## src/rtl/radius_frame_streamer.sv

```systemverilog
// Frame buffer between the radius sampler and plane_surf_calc: fill, gap-free replay, result collection.
// Optional RADIUS_FRAME_TAG_EN adds an 8-bit result tag that advances on every result handshake.
module radius_frame_streamer #(
    parameter int FRAME_LEN = 64,
    parameter int DATA_W    = 16,
    parameter int SURF_W    = 32,
    parameter int TIMEOUT   = 255
) (
    input  logic              clk,
    input  logic              rst_n,
    input  logic              s_valid,
    output logic              s_ready,
    input  logic [DATA_W-1:0] s_radius,
    output logic              calc_en,
    output logic [DATA_W-1:0] calc_radius,
    input  logic              calc_rdy,
    input  logic [SURF_W-1:0] calc_surf,
    output logic              m_valid,
    input  logic              m_ready,
    output logic [SURF_W-1:0] m_surf,
    output logic              m_err,
`ifdef RADIUS_FRAME_TAG_EN
    output logic [7:0]        m_tag,
`endif
    output logic              busy
);

    localparam int PTR_W  = $clog2(FRAME_LEN);
    localparam int SCNT_W = $clog2(FRAME_LEN + 2);
    localparam int TMO_W  = $clog2(TIMEOUT);

    localparam logic [1:0] ST_FILL   = 2'd0;
    localparam logic [1:0] ST_STREAM = 2'd1;
    localparam logic [1:0] ST_WAIT   = 2'd2;
    localparam logic [1:0] ST_HOLD   = 2'd3;

    localparam logic [PTR_W-1:0]  LAST_PTR    = PTR_W'(FRAME_LEN - 1);
    localparam logic [SCNT_W-1:0] READ_END    = SCNT_W'(FRAME_LEN);
    localparam logic [SCNT_W-1:0] STREAM_LAST = SCNT_W'(FRAME_LEN + 1);
    localparam logic [TMO_W-1:0]  TMO_LAST    = TMO_W'(TIMEOUT - 1);
    localparam logic [TMO_W-1:0]  RDY_GUARD   = TMO_W'(2);

    logic [1:0]        state;
    logic [PTR_W-1:0]  wr_ptr;
    logic [SCNT_W-1:0] stream_cnt;
    logic [TMO_W-1:0]  tmo_cnt;
    logic              rd_vld;
    logic [DATA_W-1:0] rd_data;
    logic [DATA_W-1:0] frame_buf [FRAME_LEN];

    logic accept;
    logic result_taken;

    assign accept       = (state == ST_FILL) && s_valid && s_ready;
    assign result_taken = (state == ST_HOLD) && m_valid && m_ready;
    assign busy         = (state != ST_FILL);

    always_ff @(posedge clk) begin
        if (accept) begin
            frame_buf[wr_ptr] <= s_radius;
        end
    end

    always_ff @(posedge clk or negedge rst_n) begin
        if (!rst_n) begin
            state       <= ST_FILL;
            wr_ptr      <= '0;
            stream_cnt  <= '0;
            tmo_cnt     <= '0;
            rd_vld      <= 1'b0;
            rd_data     <= '0;
            s_ready     <= 1'b1;
            calc_en     <= 1'b0;
            calc_radius <= '0;
            m_valid     <= 1'b0;
            m_surf      <= '0;
            m_err       <= 1'b0;
        end else begin
            case (state)
                ST_FILL: begin
                    if (accept) begin
                        if (wr_ptr == LAST_PTR) begin
                            wr_ptr     <= '0;
                            s_ready    <= 1'b0;
                            stream_cnt <= '0;
                            state      <= ST_STREAM;
                        end else begin
                            wr_ptr <= wr_ptr + 1'b1;
                        end
                    end
                end
                ST_STREAM: begin
                    // Read stage feeds the output stage; calc_en mirrors rd_vld one cycle later.
                    rd_vld <= (stream_cnt < READ_END);
                    if (stream_cnt < READ_END) begin
                        rd_data <= frame_buf[stream_cnt[PTR_W-1:0]];
                    end
                    calc_en <= rd_vld;
                    if (rd_vld) begin
                        calc_radius <= rd_data;
                    end
                    if (stream_cnt == STREAM_LAST) begin
                        stream_cnt <= '0;
                        tmo_cnt    <= '0;
                        state      <= ST_WAIT;
                    end else begin
                        stream_cnt <= stream_cnt + 1'b1;
                    end
                end
                ST_WAIT: begin
                    // The first two cycles may still see the previous frame's rdy level.
                    if ((tmo_cnt >= RDY_GUARD) && calc_rdy) begin
                        m_surf  <= calc_surf;
                        m_err   <= 1'b0;
                        m_valid <= 1'b1;
                        state   <= ST_HOLD;
                    end else if (tmo_cnt == TMO_LAST) begin
                        m_surf  <= '0;
                        m_err   <= 1'b1;
                        m_valid <= 1'b1;
                        state   <= ST_HOLD;
                    end else begin
                        tmo_cnt <= tmo_cnt + 1'b1;
                    end
                end
                ST_HOLD: begin
                    if (result_taken) begin
                        m_valid <= 1'b0;
                        s_ready <= 1'b1;
                        state   <= ST_FILL;
                    end
                end
                default: state <= ST_FILL;
            endcase
        end
    end

`ifdef RADIUS_FRAME_TAG_EN
    always_ff @(posedge clk or negedge rst_n) begin
        if (!rst_n) begin
            m_tag <= '0;
        end else if (result_taken) begin
            m_tag <= m_tag + 8'd1;
        end
    end
`endif

endmodule
```

## config.mk

```make
export PLATFORM = sky130hd
export DESIGN_NAME = radius_frame_streamer
export DESIGN_NICKNAME = d
export VERILOG_FILES = /design/src/rtl/radius_frame_streamer.sv
export SDC_FILE = /design/constraint.sdc
export NUM_CORES = 1
export LEC_CHECK = 0
export ABC_AREA = 1
export ABC_CLOCK_PERIOD_IN_PS = 4080
export CORE_MARGIN = 2
export CORE_UTILIZATION = 50
export DETAILED_ROUTE_END_ITERATION = 16
export PLACE_DENSITY_LB_ADDON = 0.15
export SYNTH_ARGS = -nofsm -noshare
export SYNTH_HDL_FRONTEND = slang
export SYNTH_SLANG_ARGS = --single-unit
```

## constraint.sdc

```tcl
create_clock -name clk -period 4.08 [get_ports clk]
set_clock_uncertainty 0.2 [all_clocks]
set_input_delay 0.408 -clock clk [delete_from_list [all_inputs] [get_ports clk]]
set_output_delay 0.408 -clock clk [all_outputs]
set_load 0.02 [all_outputs]
```

==> run summary, run 1 <==
The layout has 7,741 filler cells. The number of buffers on the longest clock path came out at 3. Once detail routing completed, the nets flagged for antenna violations numbered 0. Clock tree synthesis inserted a total of 114 buffers. The maximum fanout count along the critical path was 14; the number of setup violations in the final report was 0.

Final max-slew violation count: 0. For this configuration, the core starts out at a cell density of 50.61%. For this run, global-route usage on met1 was measured as 36.52%.

The area of the die came out at 95,670 µm². The clock latency of the later-clocked register in the worst-skew pair is 0.70 ns. The layout-stage area growth over the synthesis result was 13.63%; the max-cap violation count was 0.

The first global-routing pass estimated 185.2 mm of wire. The number of distinct standard cells referenced by the synthesized netlist is 32, and the routability congestion estimate from global placement is 0.9089. The die is 309.3 µm tall. For the required time at the endpoint of the critical path, the log shows 4.26 ns. The startpoint type of the worst setup path is a flip-flop. The clock slew seen by the registers of the worst setup and hold paths was 0.06 ns.

At the pin with the least slew margin, the transition time is 1.062 ns. For this run, design rule violations remaining after detail routing come to 0. STA classifies the critical path endpoint as a flip-flop.

Of the cells placed in the final design, the portion with a size suffix greater than 1 is 7.486%. The number of buffers added on ports was 105; the area of the core region was 92,080 µm². The number of vias in the routed layout was 31,049. In this run the number of H-tree levels came out at 3. The tools report the number of primary I/O pins as 106. The normalized max-slew margin was 28.92%; the aggregate routed wire length was 123.6 mm.

After routing, the total negative slack on setup checks comes to 0 ns. The final routed wire length divided by cell count works out to 21.22 µm. During synthesis, Yosys emitted a total of 0 warnings. Met2 layer usage reported by global route: 41.64%. The areal power density over the cells came out at 430.8 nW/µm².

The tightest min-delay check is of the primary input to flip-flop type. After synthesis, flip-flops and latches occupy 70.92% of the total area. The maximum number of pins on one net before global-route repair came out at 199. For this block, the initial DRC count from the detailed router was 3,419. The most common cell after layout, fill and taps aside was nand2_1.

The analysis attributes to cell leakage a power of 20.59 nW. Derived from the worst setup path, the maximum achievable clock frequency is 311.7 MHz. The clock root buffer was clkbuf_16. The run gives 0.01218 ns as the tightest hold margin. For the total of cells resized after clock tree synthesis, the log shows 0. Global routing consumed, on the met3 layer, 4.754% of the routing resources. The average instance in the mapped netlist occupies 10.70 µm².

Yosys mapped a number of flops with a built-in enable equal to 1,024. The number of nets handed over by synthesis was 4,416. The residual overflow from global routing was 0; the number of diodes was 0. The busiest layer in global routing was met2. TritonCTS built the clock tree. The tools report the number of global-route vias before repair as 29,757. The run gives 46,600 µm² as the synthesized cell area.

The post-synthesis sequential element count came out at 1,116. The average via count per standard cell was 5.330. The standard-cell row count is 111. The horizontal die dimension was 309.3 µm; the total track usage was 25.97%. Subtracting the final worst setup slack from the clock period gives 3.208 ns. The final cycle utilization of the critical path is 78.63%.

The run gives 4,546 as the final net count. The tools report the final number of hold-violating endpoints as 0. By startpoint and endpoint, the worst setup path is classified as flip-flop to flip-flop. The run gives 312.5 µV as the worst IR drop on VDD. The tools report the number of antenna violations at the first check in global routing as 1. The post-synthesis cell count was 4,354.

The first detailed-routing pass ran for 5 iterations. Post-DP HPWL: 73.64 mm. Data arrives at the worst endpoint at 3.39 ns.

The run finished with clean final reports. The async set-reset flop share out of synthesis is 8.244%. Setup repair after global routing left no endpoint under its margin. Main flop type after synthesis: edfxtp_1.

CTS saw 1,116 sinks. The top cell types in the final layout, fill and taps aside, are 1,329 x nand2_1, 1,024 x edfxtp_1, 515 x nor2_1, 473 x nand3_1, 348 x inv_1.
-- flip-flops by register name, indices dropped and copies added, names as in the netlist --
register	count
calc_en	1
calc_radius	16
frame_buf	1024
m_err	1
m_surf	32
m_valid	1
rd_data	16
rd_vld	1
s_ready	1
state	2
stream_cnt	7
tmo_cnt	8
wr_ptr	6
-- report_power, final --
group	total (W)	switching [W]	internal (W)
registers	0.0125	0	0.0125
clock network	0.0100	0.00435	0.00567
logic	0.000310	0.000254	0.0000561
-- stage by stage --
step | util (%) | setup slack, ns | power (W) | area [µm²] | cells
final | 57.51 | 0.8719 | 0.02282 | 52960 | 5825
after global routing | 57.51 | 0.6757 | 0.02340 | 52960 | 5825
after CTS | 57.51 | 0.9464 | 0.02294 | 52960 | 5825
after detailed placement | 53.63 | 0.8228 | 0.01304 | 49380 | 5610
after global placement | 53.63 | 0.9119 | 0.01303 | 49380 | 5610
after floorplan | - | 1.179 | 0.01273 | 46600 | 4354
-- final cells by class --
cell class	instances	area [µm²]	share of cell area, %
Clock buffer	142	3022	5.706
Clock inverter	72	544.3	1.028
Inverter	359	1363	2.573
Multi-Input combinational cell	2655	11240	21.23
Sequential cell	1116	33060	62.43
Tap cell	1243	1555	2.937
Timing Repair Buffer	238	2170	4.097
-- Yosys cell counts, drive strengths merged (2+ instances only) --
cell type | n | area share, %
a21oi | 20 | 0.21
and3 | 3 | 0.040
buf | 135 | 1.4
clkbuf | 89 | 0.72
clkinv | 5 | 0.040
dfrtp | 91 | 4.9
edfxtp | 1024 | 66
ha | 9 | 0.24
inv | 354 | 2.9
mux2 | 16 | 0.39
nand2 | 1329 | 11
nand3 | 474 | 5.1
nand3b | 2 | 0.032
nand4 | 4 | 0.054
nor2 | 519 | 4.2
nor3 | 4 | 0.043
nor4 | 2 | 0.027
o21ai | 256 | 2.8
or2 | 6 | 0.081
xnor2 | 2 | 0.038
xor2 | 5 | 0.094
-- worst paths after layout --
kind	startpoint	endpoint	slack (ns)	cells after the start
hold / removal	s_radius[14]	frame_buf[15][14]	0.01	1
setup reg to reg	state[0]	frame_buf[26][8]	0.87	7
min in group asynchronous	rst_n	calc_radius[2]	0.20	2
max in group asynchronous	rst_n	m_surf[6]	2.58	3
hold reg to reg	calc_en	calc_en	0.29	2
setup / recovery	state[0]	frame_buf[26][8]	0.87	7
-- per-layer routing --
layer  up-vias  wire length [µm]
li1      14739                 -
met3       173              9904
met4         0              3121
met2      1082             58140
met1     15055             52430
met5         -                 0
-- critical path, stage by stage (launching register included) --
cell and delay (ns):
dfrtp_1 0.41, inv_1 0.09, ha_1 0.25, nand3_1 0.31, nor2_1 0.33, nand2_1 0.57, nor2_1 0.42, buf_4 0.29
-- what timing repair did --
item                       4_1_cts  5_1_grt
hold buffers                     1        0
setup endpoints to repair        0        0
hold endpoints to repair        66        0
setup buffers                    0        0
-- logic make-up after synthesis --
| group | after synthesis | share of synthesized area [%] |
|---|---|---|
| multiplexers | 16 | 0.3866 |
| adder cells (fa/ha/maj) | 9 | 0.2416 |
| AND/OR/NAND/NOR | 2344 | 20.28 |
| XOR/XNOR | 7 | 0.1316 |
| AO/OA/AOI/OAI | 279 | 3.028 |
| flip-flops | 1116 | 70.92 |
| buffers and inverters | 583 | 5.012 |
(Power assumes the default switching activity.)
==> run 2: changes to the inputs <==
Settings changed: ABC_CLOCK_PERIOD_IN_PS 4080 to 3000.
Clock period 4.08 ns to 3 ns, I/O delays scaled along.
==> run 2 against run 1 <==
Effect of this change:
- wire length grew 1.0%
- maximum frequency grew 16%
- sequential cell count is the same
- combinational power grew 53%
- clock power grew 41%
- utilization grew 1.5 points
- setup slack lost 0.64 ns
- non-clock buffer count grew 106
- sequential share of layout area shrank 1.6 points
- hold slack gained 0.042 ns
==> run summary, run 2 (synthesis results as in run 1) <==
The run finished with clean final reports. The run gives 11,240 µm² (unchanged) as the multi-input logic area. The combined flip-flop and latch cell area is 33,060 µm² (unchanged), and the final net count is 4,651 (+2.3%). The final routed wire length divided by cell count came out at 21.07 µm (-0.71%). The tools report the critical path capture point type as a flip-flop. The worst setup path is launched from a flip-flop. The maximum clock rate came out at 361.6 MHz (+16%). The aggregate routed wire length was 124.8 mm (+1.0%). The run gives 0 (unchanged) as the count of unresolved DRC violations after routing. The leakage dissipation was 21.25 nW (+3.2%). The number of flip-flops in the largest register was 1,024 (unchanged); the average via count per standard cell was 5.325 (-0.11%).

The logs give 106 (unchanged) for the number of primary I/O pins and 0 (unchanged) for the number of setup violations in the final report. The number of diodes was 0 (unchanged). The first-pass iteration count of the detailed router is 5 (unchanged), and the number of global-route vias before repair is 29,671 (-0.29%). The tools report the required time at the endpoint of the critical path as 3.16 ns (-1.10 ns). The maximum fanout count along the critical path came out at 16 (+2). The tools report the residual overflow from global routing as 0 (unchanged). More flip-flops sit in one register than any other, and that register is frame_buf. Depth of the most critical reg-to-reg path: 8 (+1). For the TritonCTS buffer count, the log shows 113 (-0.88%). The horizontal die dimension is 309.3 µm (unchanged). The number of buffers added on ports was 105 (unchanged).

Setup repair after global routing left no endpoint under its margin. The origin of the critical flop-to-flop path was state[0]. The logs give 0 (unchanged) for the final max-slew violation count and 0.05422 ns (+0.04204 ns) for the tightest hold margin.

The deepest level of the CTS H-tree is 3 (unchanged), and the final number of hold-violating endpoints is 0 (unchanged). The layout cell share with drive strength beyond 1 came out at 8.778% (+1.3 points). The logs give 113 (-43%) for the maximum number of pins on one net before global-route repair and 50.61% (unchanged) for the starting density of the core. Leaving out fill and tap cells, the most frequent cells in the layout are 1,329 x nand2_1, 1,024 x edfxtp_1, 515 x nor2_1, 473 x nand3_1, 348 x inv_1.

The standard-cell row count came out at 111 (unchanged). The run gives 26.08% (+0.11 points) as the total track usage. Vertical extent of the die: 309.3 µm (unchanged).

The tools report the origin of the worst min-delay path as calc_surf[30]. The tree is rooted in a clkbuf_16. The worst IR drop on VDD was 478.5 µV (+53%); the first-iteration detailed-routing DRC count was 3,458 (+1.1%).

The run gives 2.93 ns (-0.46 ns) as the arrival time at the worst endpoint. The number of vias in the routed layout is 31,548 (+1.6%). The run gives 3 (unchanged) as the number of buffers on the longest clock path.

The post-DP HPWL was 75.58 mm (+2.6%). The logs give 0 (unchanged) for the count of antenna-violating nets left after detailed routing and 184.3 mm (-0.46%) for the global-route wire length before repair. The largest registers in the layout are frame_buf: 1024 flops, m_surf: 32 flops. The tools report the number of sinks handled by clock tree synthesis as 1,116 (unchanged). The total negative setup slack is 0 ns (unchanged), and the area of the core region is 92,080 µm² (unchanged). The startpoint of the worst setup timing path is state[0].

The number of cells on the worst hold path is 3 (+2), and the areal power density over the cells is 581.0 nW/µm² (+35%). The final cycle utilization of the critical path was 92.18% (+14 points); the number of inserted filler cells in the final layout was 7,512 (-3.0%). Routability congestion estimate from global placement: 0.9183 (+1.0%).

The most common cell after layout, fill and taps aside is nand2_1. The final period demand of the worst path was 2.765 ns (-0.4428 ns); the layout-stage area growth over the synthesis result was 16.55%. For the normalized max-slew margin, the log shows 30.55% (+1.6 points). The transition time at the pin with the least slew margin works out to 1.042 ns (-0.02047 ns). TritonCTS built the clock tree.

The area of the die came out at 95,670 µm² (unchanged). Clock slew seen by the registers of the worst setup and hold paths: 0.06 ns (about the same). The setup path with the least slack is of type flip-flop to flip-flop. The max-cap violation count was 0 (unchanged). The number of antenna violations at the first check in global routing came out at 2 (+1). The clock latency of the later-clocked register in the worst-skew pair came out at 0.70 ns (about the same). The worst hold-check path type is primary input to flip-flop.
-- run 2: what timing repair did --
item,CTS,global route
gates resized for setup,0,0
setup buffers,0,0
hold endpoints to repair,358,0
hold buffers,44,0
-- run 2: path summary, 6_finish.rpt --
kind	end	slack [ns]
hold / removal	m_surf[30]	0.05
hold reg to reg	calc_en	0.27
max in group asynchronous	stream_cnt[1]	1.78
setup reg to reg	frame_buf[13][8]	0.23
setup / recovery	frame_buf[13][8]	0.23
min in group asynchronous	calc_radius[6]	0.51
-- run 2: metrics by stage --
| stage | std cells | utilization [%] | area [µm²] | worst slack, ns | power (W) |
|---|---|---|---|---|---|
| floorplan | 4354 | - | 46600 | 0.09850 | 0.01731 |
| global placement | 5673 | 54.48 | 50170 | 0.2202 | 0.01772 |
| detailed placement | 5673 | 54.48 | 50170 | 0.2222 | 0.01773 |
| CTS | 5925 | 58.99 | 54320 | 0.2848 | 0.03174 |
| global route | 5925 | 58.99 | 54320 | 0.06779 | 0.03235 |
| finish | 5925 | 58.99 | 54320 | 0.2347 | 0.03156 |
-- run 2: routing by layer --
metal	wire length (µm)	global-route usage, %	vias to the layer above
met4	3839	9.133	4
met1	54640	37.47	15226
met3	10150	4.782	201
met5	25	0	-
met2	56180	40.13	1173
li1	-	-	14944
-- run 2: area by class of cell --
type	instances	area share, %
clock inverter	66	1.166
clock buffer	142	5.639
tap	1243	2.863
inverter	359	2.508
timing repair buffer	344	6.265
sequential	1116	60.87
multi-input combinational	2655	20.69
-- run 2: where the power goes --
part / switching, W / internal, W
Combinational: 0.000346 / 0.000130
Clock: 0.00582 / 0.00829
Sequential: 0 / 0.0170
Total: 0.00617 / 0.0254
-- run 2: critical path, cell delays in order, from the launching register on --
cell	delay, ns
dfrtp_1	0.42
inv_1	0.09
ha_1	0.17
nand3_1	0.26
inv_1	0.29
nand3_1	0.16
buf_4	0.20
nor2_1	0.29
buf_4	0.35
